[src/rtl/ir_err_compute.sv]
// IR line-sensor front end: sequences emitters and the 8-channel A2D, then forms a
// saturated, position-weighted signed line error once per sample.
module ir_err_compute #(
    parameter int unsigned SETTLE_CYC  = 4096,
    parameter int unsigned GAP_CYC     = 1024,
    parameter logic [11:0] LINE_THRESH = 12'h200
) (
    input  logic               clk,
    input  logic               rst,
    input  logic               en,
    input  logic               cnv_cmplt,
    input  logic [11:0]        res,
    output logic               IR_en,
    output logic               strt_cnv,
    output logic [2:0]         chnnl,
    output logic signed [15:0] error,
    output logic               err_vld,
    output logic               line_present
);

    localparam int SW = $clog2(SETTLE_CYC + 1);
    localparam int GW = $clog2(GAP_CYC + 1);
    localparam logic [SW-1:0] SETTLE_LAST = SW'(SETTLE_CYC);
    localparam logic [GW-1:0] GAP_LOAD    = GW'(GAP_CYC - 1);

    typedef enum logic [2:0] {IDLE, SETTLE, CONV, WAIT, DONE} state_t;

    state_t              state, nxt_state;
    logic [SW-1:0]       settle_cnt;
    logic [GW-1:0]       gap_cnt;
    logic signed [16:0]  accum;
    logic signed [16:0]  term;
    logic signed [16:0]  accum_nxt;
    logic                seen;
    logic                seen_nxt;
    logic                abort;
    logic                take;
    logic signed [15:0]  err_sat;

    assign abort = (state != IDLE) && !en;
    assign take  = (state == WAIT) && cnv_cmplt && en;

    // Weight is a shift by the pair index; odd channels are the right-hand sensors.
    assign term      = {5'b0, res} << chnnl[2:1];
    assign accum_nxt = chnnl[0] ? (accum - term) : (accum + term);
    assign seen_nxt  = seen || (res > LINE_THRESH);
    assign err_sat   = (accum_nxt[16] == accum_nxt[15]) ? accum_nxt[15:0] :
                       (accum_nxt[16] ? 16'sh8000 : 16'sh7FFF);

    always_ff @(posedge clk) begin
        if (rst) state <= IDLE;
        else     state <= nxt_state;
    end

    always_comb begin
        nxt_state = state;
        if (abort) begin
            nxt_state = IDLE;
        end else begin
            case (state)
                IDLE:    if (en && gap_cnt == '0) nxt_state = SETTLE;
                SETTLE:  if (settle_cnt == SETTLE_LAST) nxt_state = CONV;
                CONV:    nxt_state = WAIT;
                WAIT:    if (cnv_cmplt) nxt_state = (chnnl == 3'd7) ? DONE : CONV;
                DONE:    nxt_state = IDLE;
                default: nxt_state = IDLE;
            endcase
        end
    end

    // Outputs decode the state flop only, so nothing combinational reaches a port.
    always_comb begin
        IR_en    = 1'b0;
        strt_cnv = 1'b0;
        err_vld  = 1'b0;
        case (state)
            SETTLE:  IR_en = 1'b1;
            CONV:    begin IR_en = 1'b1; strt_cnv = 1'b1; end
            WAIT:    IR_en = 1'b1;
            DONE:    err_vld = 1'b1;
            default: ;
        endcase
    end

    always_ff @(posedge clk) begin
        if (rst) begin
            settle_cnt   <= '0;
            gap_cnt      <= '0;
            chnnl        <= 3'd0;
            accum        <= '0;
            seen         <= 1'b0;
            error        <= '0;
            line_present <= 1'b0;
        end else begin
            settle_cnt <= (state == SETTLE) ? settle_cnt + 1'b1 : '0;

            if (abort)                 gap_cnt <= '0;
            else if (state == DONE)    gap_cnt <= GAP_LOAD;
            else if (gap_cnt != '0)    gap_cnt <= gap_cnt - 1'b1;

            if (abort || (state == IDLE && nxt_state == SETTLE)) begin
                accum <= '0;
                seen  <= 1'b0;
            end else if (take) begin
                accum <= accum_nxt;
                seen  <= seen_nxt;
            end

            if (abort)
                chnnl <= 3'd0;
            else if (state == SETTLE && nxt_state == CONV)
                chnnl <= 3'd0;
            else if (take && chnnl != 3'd7)
                chnnl <= chnnl + 3'd1;

            // Results land on the same edge that raises err_vld.
            if (take && chnnl == 3'd7) begin
                error        <= err_sat;
                line_present <= seen_nxt;
            end
        end
    end

endmodule

[config.mk]
export PLATFORM = sky130hd
export DESIGN_NAME = ir_err_compute
export DESIGN_NICKNAME = d
export VERILOG_FILES = /design/src/rtl/ir_err_compute.sv
export SDC_FILE = /design/constraint.sdc
export NUM_CORES = 1
export LEC_CHECK = 0
export BUFFER_PORTS_ARGS = -buffer_cell sky130_fd_sc_hd__buf_2
export CAP_MARGIN = 20
export CORE_AREA = 2 2 86 88
export DETAILED_ROUTE_END_ITERATION = 10
export DIE_AREA = 0 0 88 90
export GPL_ROUTABILITY_DRIVEN = 1
export GPL_TIMING_DRIVEN = 0
export PLACE_DENSITY = 0.83
export RECOVER_POWER = 25
export SYNTH_ARGS = -nofsm -noshare
export SYNTH_HDL_FRONTEND = slang
export SYNTH_SLANG_ARGS = --single-unit
export TNS_END_PERCENT = 10
[constraint.sdc]
create_clock -name clk -period 8.7 [get_ports clk]
set_input_delay 0.435 -clock clk [delete_from_list [all_inputs] [get_ports clk]]
set_output_delay 0.435 -clock clk [all_outputs]
set_load 0.02 [all_outputs]
* After elaboration in Yosys (flattened, before gate mapping) *
Index checks and enable logic that the tools add are counted.

word-level totals
  flip-flop bits (word level) = 65
  input bits = 16
  output and inout bits = 23
  logic and storage cells = 63

operators by class
  $add $sub $neg = 5
  magnitude comparators = 1
  equality and inequality tests = 10
  shifts and indexed selects = 1
  muxes and demuxes = 14
  bitwise gates (word level) = 1
  reductions and logical operators = 22

operators by type and width
  kind                                                                               number
  16-bit 2-to-1 mux                                                                  2
  10-bit 2-to-1 mux                                                                  2
  17-bit adder                                                                       1
  17-bit 2-to-1 mux                                                                  1
  12-bit by 2-bit << shifter with 17-bit output                                      1
  17-bit subtractor                                                                  1
  3-bit 2-to-1 mux                                                                   5
  13-bit by 1-bit adder with 13-bit output, second input constant                    1
  13-bit == test, second input constant                                              1
  12-bit by 10-bit greater-than comparator with 1-bit output, second input constant  1
  3-bit one-hot mux with 4 select lines                                              1
  11-bit logical NOT                                                                 1
  11-bit nonzero test                                                                1
  11-bit by 1-bit subtractor with 11-bit output, second input constant               1
  3-bit by 2-bit == test with 1-bit output, second input constant                    3
  3-bit OR reduction                                                                 3
  1-bit logical AND                                                                  8
  3-bit by 1-bit == test with 1-bit output, second input constant                    2
  3-bit == test, second input constant                                               2
  2-bit OR reduction                                                                 3
  3-bit by 1-bit adder with 3-bit output, second input constant                      1
  3-bit logical NOT                                                                  1
  1-bit 2-to-1 mux                                                                   3
  3-bit != test, second input constant                                               1
  other kinds (6)                                                                    7

* Longest topological paths before layout *
Gate-level depths: netlist (run 1).

  word-level depth = 9
  gate-level depth with buffers = 21
  depth with buffers taken out = 17

* Worst setup path before layout (run 1) *
OpenSTA, ideal clock, no wires.

  kind = reg-to-reg
  start point = register chnnl[2]
  end point = register error[1]
  setup time = 0.133 ns
  arrival time = 4.715 ns
  required time = 8.567 ns
  setup slack = 3.852 ns
  stages on the path, launching flop included = 21
  path buffers = 4
  clock period less this slack = 4.848 ns
  cell sequence = dfxtp_1 -> buf_2 -> buf_4 -> clkbuf_1 -> mux2_2 -> mux2i_1 -> nor2b_1 -> nand3_1 -> nor2_1 -> a21oi_1 -> xor2_1 -> ha_1 -> nand3_1 -> or4_1 -> a31oi_1 -> nor2_1 -> a311oi_2 -> clkbuf_1 -> nor2_1 -> a31oi_1 -> a31oi_1

between the ends
  word-level cells in the longest chain between the ends = 5
  elaborated cells on any way between the ends = 9
  those cells by class = add/sub: 2; eq/ne: 2; shift: 1; mux: 3; reduce/logical: 1

ends and longest elaborated chain
  item                                                line    text
  start: declaration                                  15      output logic [2:0] chnnl,
  start signal: assignment                            114     chnnl <= chnnl + 3'd1;
  12-bit by 2-bit << shifter with 17-bit output       44      assign term = {5'b0, res} << chnnl[2:1];
  17-bit adder or 17-bit subtractor (tied branches)   45      assign accum_nxt = chnnl[0] ? (accum - term) : (accum + term);
  17-bit 2-to-1 mux                                   45
  16-bit 2-to-1 mux or 1-bit == test (tied branches)  48, 47
  16-bit 2-to-1 mux                                   47      assign err_sat = (accum_nxt[16] == accum_nxt[15]) ? accum_nxt[15:0] :
  end signal: assignment                              118     error <= err_sat;
  end: declaration                                    16      output logic signed [15:0] error,

Several ways; a longest one is shown, not always the timed one.
A chain may end at the register's enable or synchronous reset.

* Final worst setup path (run 1) *
Ends and elaborated chain as after synthesis.

==> impl_results.md, run 1 <==
- Mapped cell area: 4380 sq um
- Synth Net Count: 590
- Final count of hold timing violations: 0
- Primary FF master, synth: dfxtp_1
- Actual slew at the worst max-slew pin: 0.753 ns
- Starting density of the core: 0.623
- Crit path kind: reg -> reg
- Worst setup EP type: flop
- Dpl ws: 3.09 ns
- Cells along the critical path: buf_2, buf_4, clkbuf_1, clkbuf_1, nor2_1, inv_1, ha_1, inv_1, a2111oi_4, nor2_1, xor2_1, ha_1, nand3_1, or4_1, a31oi_1, nor2_1, a311oi_2, clkbuf_1, nor2_1, a31oi_1, a31oi_1
- WHS: 0.380 ns
- Crit path buf inv count: 7
- Crit-path leading delay family: buffers and inverters
- Max Cap Violations: 0
- CP arrival: 5.88 ns
- Setup ws final: 3.04 ns
- Clock Root Buffer: clkbuf_8
- Most common cell on crit path: nor2_1
- Sequential cell area: 1300 sq um
- Slowest stage delay, CP: 0.62 ns
- All-layer global routing usage: 0.262
- CTS tree: yes
- Final Skew: 0.0152 ns
- Core footprint: 7020 sq um
- # fillers: 573
- Synth cell types: 62
- Final cycle utilization of the critical path: 0.651
- Peak VDD IR: 0.000107 V
- Vias in the first global route: 3,737
- First-pass GRT wire length: 16,700 um
- Commonest non-fill, non-tap cells in the layout: nor2_1 (87), dfxtp_1 (65), a21oi_1 (52)
- Commonest non-fill, non-tap cell in the layout: nor2_1
- Sequential share of power: 0.406
- Area of the multi-input gates: 2890 sq um
- Port-buffer cells: 37
- Final instance area: 4880 sq um
- Cell count after synthesis: 550
- Pin count of the biggest net entering global routing: 13
- Layout area overhead: 11.5%
- Final setup fails: 0
- Minimum clock period: 5.66 ns
- Vias: 3,998
- Setup Buffers After CTS: 0
- CTS Buffer Depth: 2
- Switching pwr: 267 uW
- Relative slew slack: 0.495
- Clock buffer count from CTS: 9
- CTS Hold Bufs: 0
- Startpoint types: flop
- Syn. warnings: 0
- Placed Area: 4680 sq um
- Mean Syn Cell Area: 7.96 sq um
- Final global-route overflow total: 0
- Final core utilization: 0.695
- Vias per inst: 5.70
- Row count: 31
- #FFs+latches synth: 65
- WL per Instance: 14.1 um
- EDFF count, synth: 0
- Post-route setup TNS: 0 ns
- Die footprint: 7920 sq um
- Top cell type's share of synthesized area: 0.297
- RSZ-0062 raised after global routing: no
- Fin. max-slew vios: 0
- Worst Hold Class: in -> reg
- Crit-path max FO: 10
- Synth area leader: dfxtp_1
- Outcome: complete, no violations
- Maximum level of the CTS H-tree: 3
- PwrDens: 174 nW/um^2
- Initial drt markers: 225
- GPL Wtd Cong: 0.923
- Switch share: 0.315
- Diode count: 0
- Die Height: 90 um
- Fmax: 177 MHz
- Initial antenna violation count: 0
- Nets: 638
- Layout cells sized above 1: 0.0912
- Top Ports: 39
- Leak: 0.00172 uW
- Combinational share of power: 0.256
- DRC: 0
- Clk_lat worst skew: 0.35 ns
- Ranking of synthesized cells by area: dfxtp_1 (30%), nor2_1 (7.5%), ha_1 (6.6%)
- DR pass1 iterations: 7
- Die span in x: 88 um
- CTS-repair resized insts: 0
- Max stage delay cell, worst path: a311oi_2
- Internal power component: 582 uW
- Seq/Total Area, Yosys: 0.297
- Post-DP HPWL: 7580 um
- Routed WL: 9890 um
- Clk network pwr share: 0.338
- Critical path required time: 8.92 ns
- Antenna viol nets, final: 0
- Clk pin slew, worst setup/hold paths: 0.08 ns
- Post-synth ARST share: 0
- CTS sink cnt: 65
==> worst min-delay path, cell delays in order <==
cell	delay, ns
buf_2	0.13
nand2_1	0.06
a211oi_1	0.06
==> layout make-up <==
type,count,share of cell area
multi-input combinational,440,0.593
sequential,65,0.267
timing repair buffer,37,0.0328
clock buffer,10,0.0262
tap,99,0.0254
buffer,27,0.0236
clock inverter,6,0.0187
inverter,18,0.0138
==> flip-flops by register name, summed over array words and instances (netlist names) <==
register,cells
accum,17
error,16
settle_cnt,13
gap_cnt,11
chnnl,3
state,3
line_present,1
seen,1
==> metal layers <==
layer / track usage / vias up / wire length [um]
li1: - / 2050 / -
met1: 0.340 / 1814 / 4590
met2: 0.431 / 113 / 4600
met3: 0.0441 / 21 / 505
met4: 0.0974 / 0 / 190
met5: 0 / - / 0
==> path summary, 6_finish.rpt <==
| path | depth (start not counted) | end | slack, ns | from |
|---|---|---|---|---|
| min reg2reg | 1 | settle_cnt[0]$_SDFF_PP0_ | 0.47 | settle_cnt[0]$_SDFF_PP0_ |
| max reg2reg | 21 | error[1]$_SDFFE_PP0P_ | 3.04 | chnnl[2]$_SDFFE_PP0P_ |
| max | 21 | error[1]$_SDFFE_PP0P_ | 3.04 | chnnl[2]$_SDFFE_PP0P_ |
| min | 3 | state[0]$_SDFF_PP0_ | 0.38 | en |
==> stage by stage <==
stage               cells  total power [uW]
finish                702               849
global route          702               897
floorplan             550               520
detailed placement    686               567
global placement      686               557
CTS                   702               853
==> power groups by stage <==
stage          clock [uW]  sequential, uW  combinational [uW]
5_1_grt               304             348                 245
4_1_cts               291             345                 217
3_5_place_dp            0             351                 215
3_3_place_gp            0             349                 207
2_1_floorplan           0             346                 174
6_report              287             345                 217
==> cell families (layout without fill, tap and decap cells) <==
logic type / count (synthesis) / in the layout / share of synthesized area
AO/OA/AOI/OAI: 142 / 142 / 0.206
XOR/XNOR: 42 / 42 / 0.0901
adder cells (fa/ha/maj): 38 / 38 / 0.102
buffers and inverters: 45 / 98 / 0.0417
flip-flops: 65 / 65 / 0.297
multiplexers: 18 / 18 / 0.0492
AND/OR/NAND/NOR: 200 / 200 / 0.213
==> Yosys cell counts, drive strengths merged (2+ instances only) <==
library cell and number:
buf 4, xnor2 16, o21ai 30, a41oi 2, clkbuf 23, o21bai 5
maj3 14, o21a 4, nand4 4, a21o 4, a31oi 7, or3 7
nand3b 3, nand2b 6, nand2 40, dfxtp 65, nor4b 3, mux4 2
a22oi 3, and2 3, mux2 8, a211oi 19, inv 18, a21oi 52
a31o 3, nor4 2, nor3 12, ha 23, nor2 87, nand3 12
o31ai 2, nor2b 9, xor2 26, or4 3, and3 3, mux2i 8
(Power assumes the default switching activity.)
==> inputs of run 2 (changes only) <==
--- a/config.mk
+++ b/config.mk
@@ -7,12 +7,12 @@
 export LEC_CHECK = 0
 export BUFFER_PORTS_ARGS = -buffer_cell sky130_fd_sc_hd__buf_2
 export CAP_MARGIN = 20
-export CORE_AREA = 2 2 86 88
+export CORE_AREA = 2 2 94 96
 export DETAILED_ROUTE_END_ITERATION = 10
-export DIE_AREA = 0 0 88 90
+export DIE_AREA = 0 0 96 98
 export GPL_ROUTABILITY_DRIVEN = 1
 export GPL_TIMING_DRIVEN = 0
-export PLACE_DENSITY = 0.83
+export PLACE_DENSITY = 0.74
 export RECOVER_POWER = 25
 export SYNTH_ARGS = -nofsm -noshare
 export SYNTH_HDL_FRONTEND = slang
==> constraint.sdc (replaced) <==
create_clock -name clk -period 4.98 [get_ports clk]
set_input_delay 0.249 -clock clk [delete_from_list [all_inputs] [get_ports clk]]
set_output_delay 0.249 -clock clk [all_outputs]
set_load 0.02 [all_outputs]
==> impl_results.md, run 2 (synthesis results as in run 1) <==
- Initial drt markers: 223
- Port-buffer cells: 37
- Max Cap Violations: 0
- Initial antenna violation count: 0
- Pwr Total: 1450 uW
- Maximum level of the CTS H-tree: 3
- Starting density of the core: 0.517
- Reg2reg end: error[5]$_SDFFE_PP0P_
- Final global-route overflow total: 0
- # fillers: 758
- Crit path kind: reg -> reg
- DRC: 0
- Vias: 4,005
- Die span in x: 96 um
- Sequential cell area: 1300 sq um
- Leak: 0.00175 uW
- Vias per inst: 5.60
- Die footprint: 9410 sq um
- Antenna viol nets, final: 0
- Top reg by flops: accum
- Startpoint types: flop
- R2R depth: 18
- Worst Hold Class: in -> reg
- All-layer global routing usage: 0.231
- Worst R2R Start: chnnl[2]$_SDFFE_PP0P_
- Reg2reg setup slack: 0.33 ns
- Commonest non-fill, non-tap cell in the layout: nor2_1
- Final setup fails: 0
- Nets: 642
- Top Registers: accum x17, error x16, settle_cnt x13
- Crit-path max FO: 8
- Critical path required time: 5.24 ns
- CTS Buffer Depth: 2
- First-pass GRT wire length: 17,600 um
- Actual slew at the worst max-slew pin: 0.506 ns
- Post-DP HPWL: 7760 um
- CTS tree: yes
- PwrDens: 292 nW/um^2
- Row count: 34
- Peak VDD IR: 0.000174 V
- WL per Instance: 14.3 um
- Pin count of the biggest net entering global routing: 20
- Area of the multi-input gates: 2930 sq um
- Fin. max-slew vios: 0
- Final count of hold timing violations: 0
- GPL Wtd Cong: 0.942
- Die Height: 98 um
- Diode count: 0
- DR pass1 iterations: 5
- Clk_lat worst skew: 0.36 ns
- RSZ-0062 raised after global routing: no
- Layout cells sized above 1: 0.112
- CP endpoint: error[5]$_SDFFE_PP0P_
- CP arrival: 4.91 ns
- Clock Root Buffer: clkbuf_8
- Max reg flops: 17
- WHS: 0.176 ns
- Layout area overhead: 13.3%
- Clk pin slew, worst setup/hold paths: 0.08 ns
- CTS sink cnt: 65
- Clock buffer count from CTS: 9
- Outcome: complete, no violations
- Top Ports: 39
- Relative slew slack: 0.662
- Vias in the first global route: 3,872
- Final Skew: 0.0130 ns
- Fmax: 215 MHz
- Final cycle utilization of the critical path: 0.934
- Minimum clock period: 4.65 ns
- Core footprint: 8470 sq um
- Crit path from: chnnl[2]$_SDFFE_PP0P_
- Routed WL: 10,200 um
- Commonest non-fill, non-tap cells in the layout: nor2_1 (87), dfxtp_1 (65), a21oi_1 (52)
- Worst setup EP type: flop
==> run 2: cell types whose count changed in the layout (fill, tap and decap cells not counted), moves of 2 or more <==
cell      previous run  this run
ha_2                 0         2
buf_4                1         5
buf_6                1         3
ha_1                23        21
clkbuf_1            44        39
==> run 2: what timing repair did <==
item | CTS | global route
pin swaps | 1 | 2
hold buffers | 0 | 0
setup buffers | 1 | 4
setup endpoints to repair | 16 | 16
resized for setup | 3 | 11
==> run 2: final cells by class <==
type | count | area share
flip-flops and latches | 65 | 0.262
inverters | 18 | 0.0136
well taps | 108 | 0.0273
multi-input cells | 440 | 0.590
plain buffers | 26 | 0.0250
repair buffers | 42 | 0.0401
clock buffers | 10 | 0.0278
clock inverters | 6 | 0.0134
==> run 2: routing by layer <==
layer  up-vias  share of wire  GRT usage
li1       2055              -          -
met1      1854           0.47      0.300
met2        87           0.47      0.384
met3         9          0.049     0.0525
met4         0          0.011     0.0626
met5         -              0          0
==> run 2: critical path: stages, from the launching register on <==
cell and delay (ns):
dfxtp_1 0.37, buf_2 0.21, mux4_2 0.51, nand3b_1 0.24, nor4b_4 0.36, buf_4 0.17
inv_1 0.04, nor2_1 0.11, nor2_1 0.06, xor2_1 0.18, ha_2 0.39, nand3_1 0.12
or4_1 0.51, a31oi_1 0.24, o21ba_2 0.19, a311oi_4 0.06, buf_4 0.20, maj3_1 0.35
a211oi_1 0.25
==> run 2: worst min-delay path by stage <==
stage               cells after the start                     start  slack, ns                        to
floorplan                               2                        en       0.40       state[0]$_SDFF_PP0_
global placement                        1  settle_cnt[0]$_SDFF_PP0_       0.45  settle_cnt[0]$_SDFF_PP0_
detailed placement                      1  settle_cnt[0]$_SDFF_PP0_       0.45  settle_cnt[0]$_SDFF_PP0_
CTS                                     3                        en       0.16       state[0]$_SDFF_PP0_
global route                            3                        en       0.16       state[0]$_SDFF_PP0_
finish                                  3                        en       0.18       state[0]$_SDFF_PP0_
==> run 2: metrics by stage <==
step	TNS (ns)	cells	worst slack, ns	utilization	area [sq um]
after floorplan	0	550	0.132	-	4380
after global placement	-4.20	695	-0.504	0.555	4700
after detailed placement	-5.30	695	-0.592	0.555	4700
after CTS	0	711	0.0167	0.581	4920
after global routing	0	715	0.00574	0.586	4960
final	0	715	0.328	0.586	4960
==> run 2: where the power goes <==
group	internal, uW	switching (uW)	total [uW]
Sequential	565	36.8	602
Clock	246	218	465
Combinational	169	215	383
Total	980	470	1450
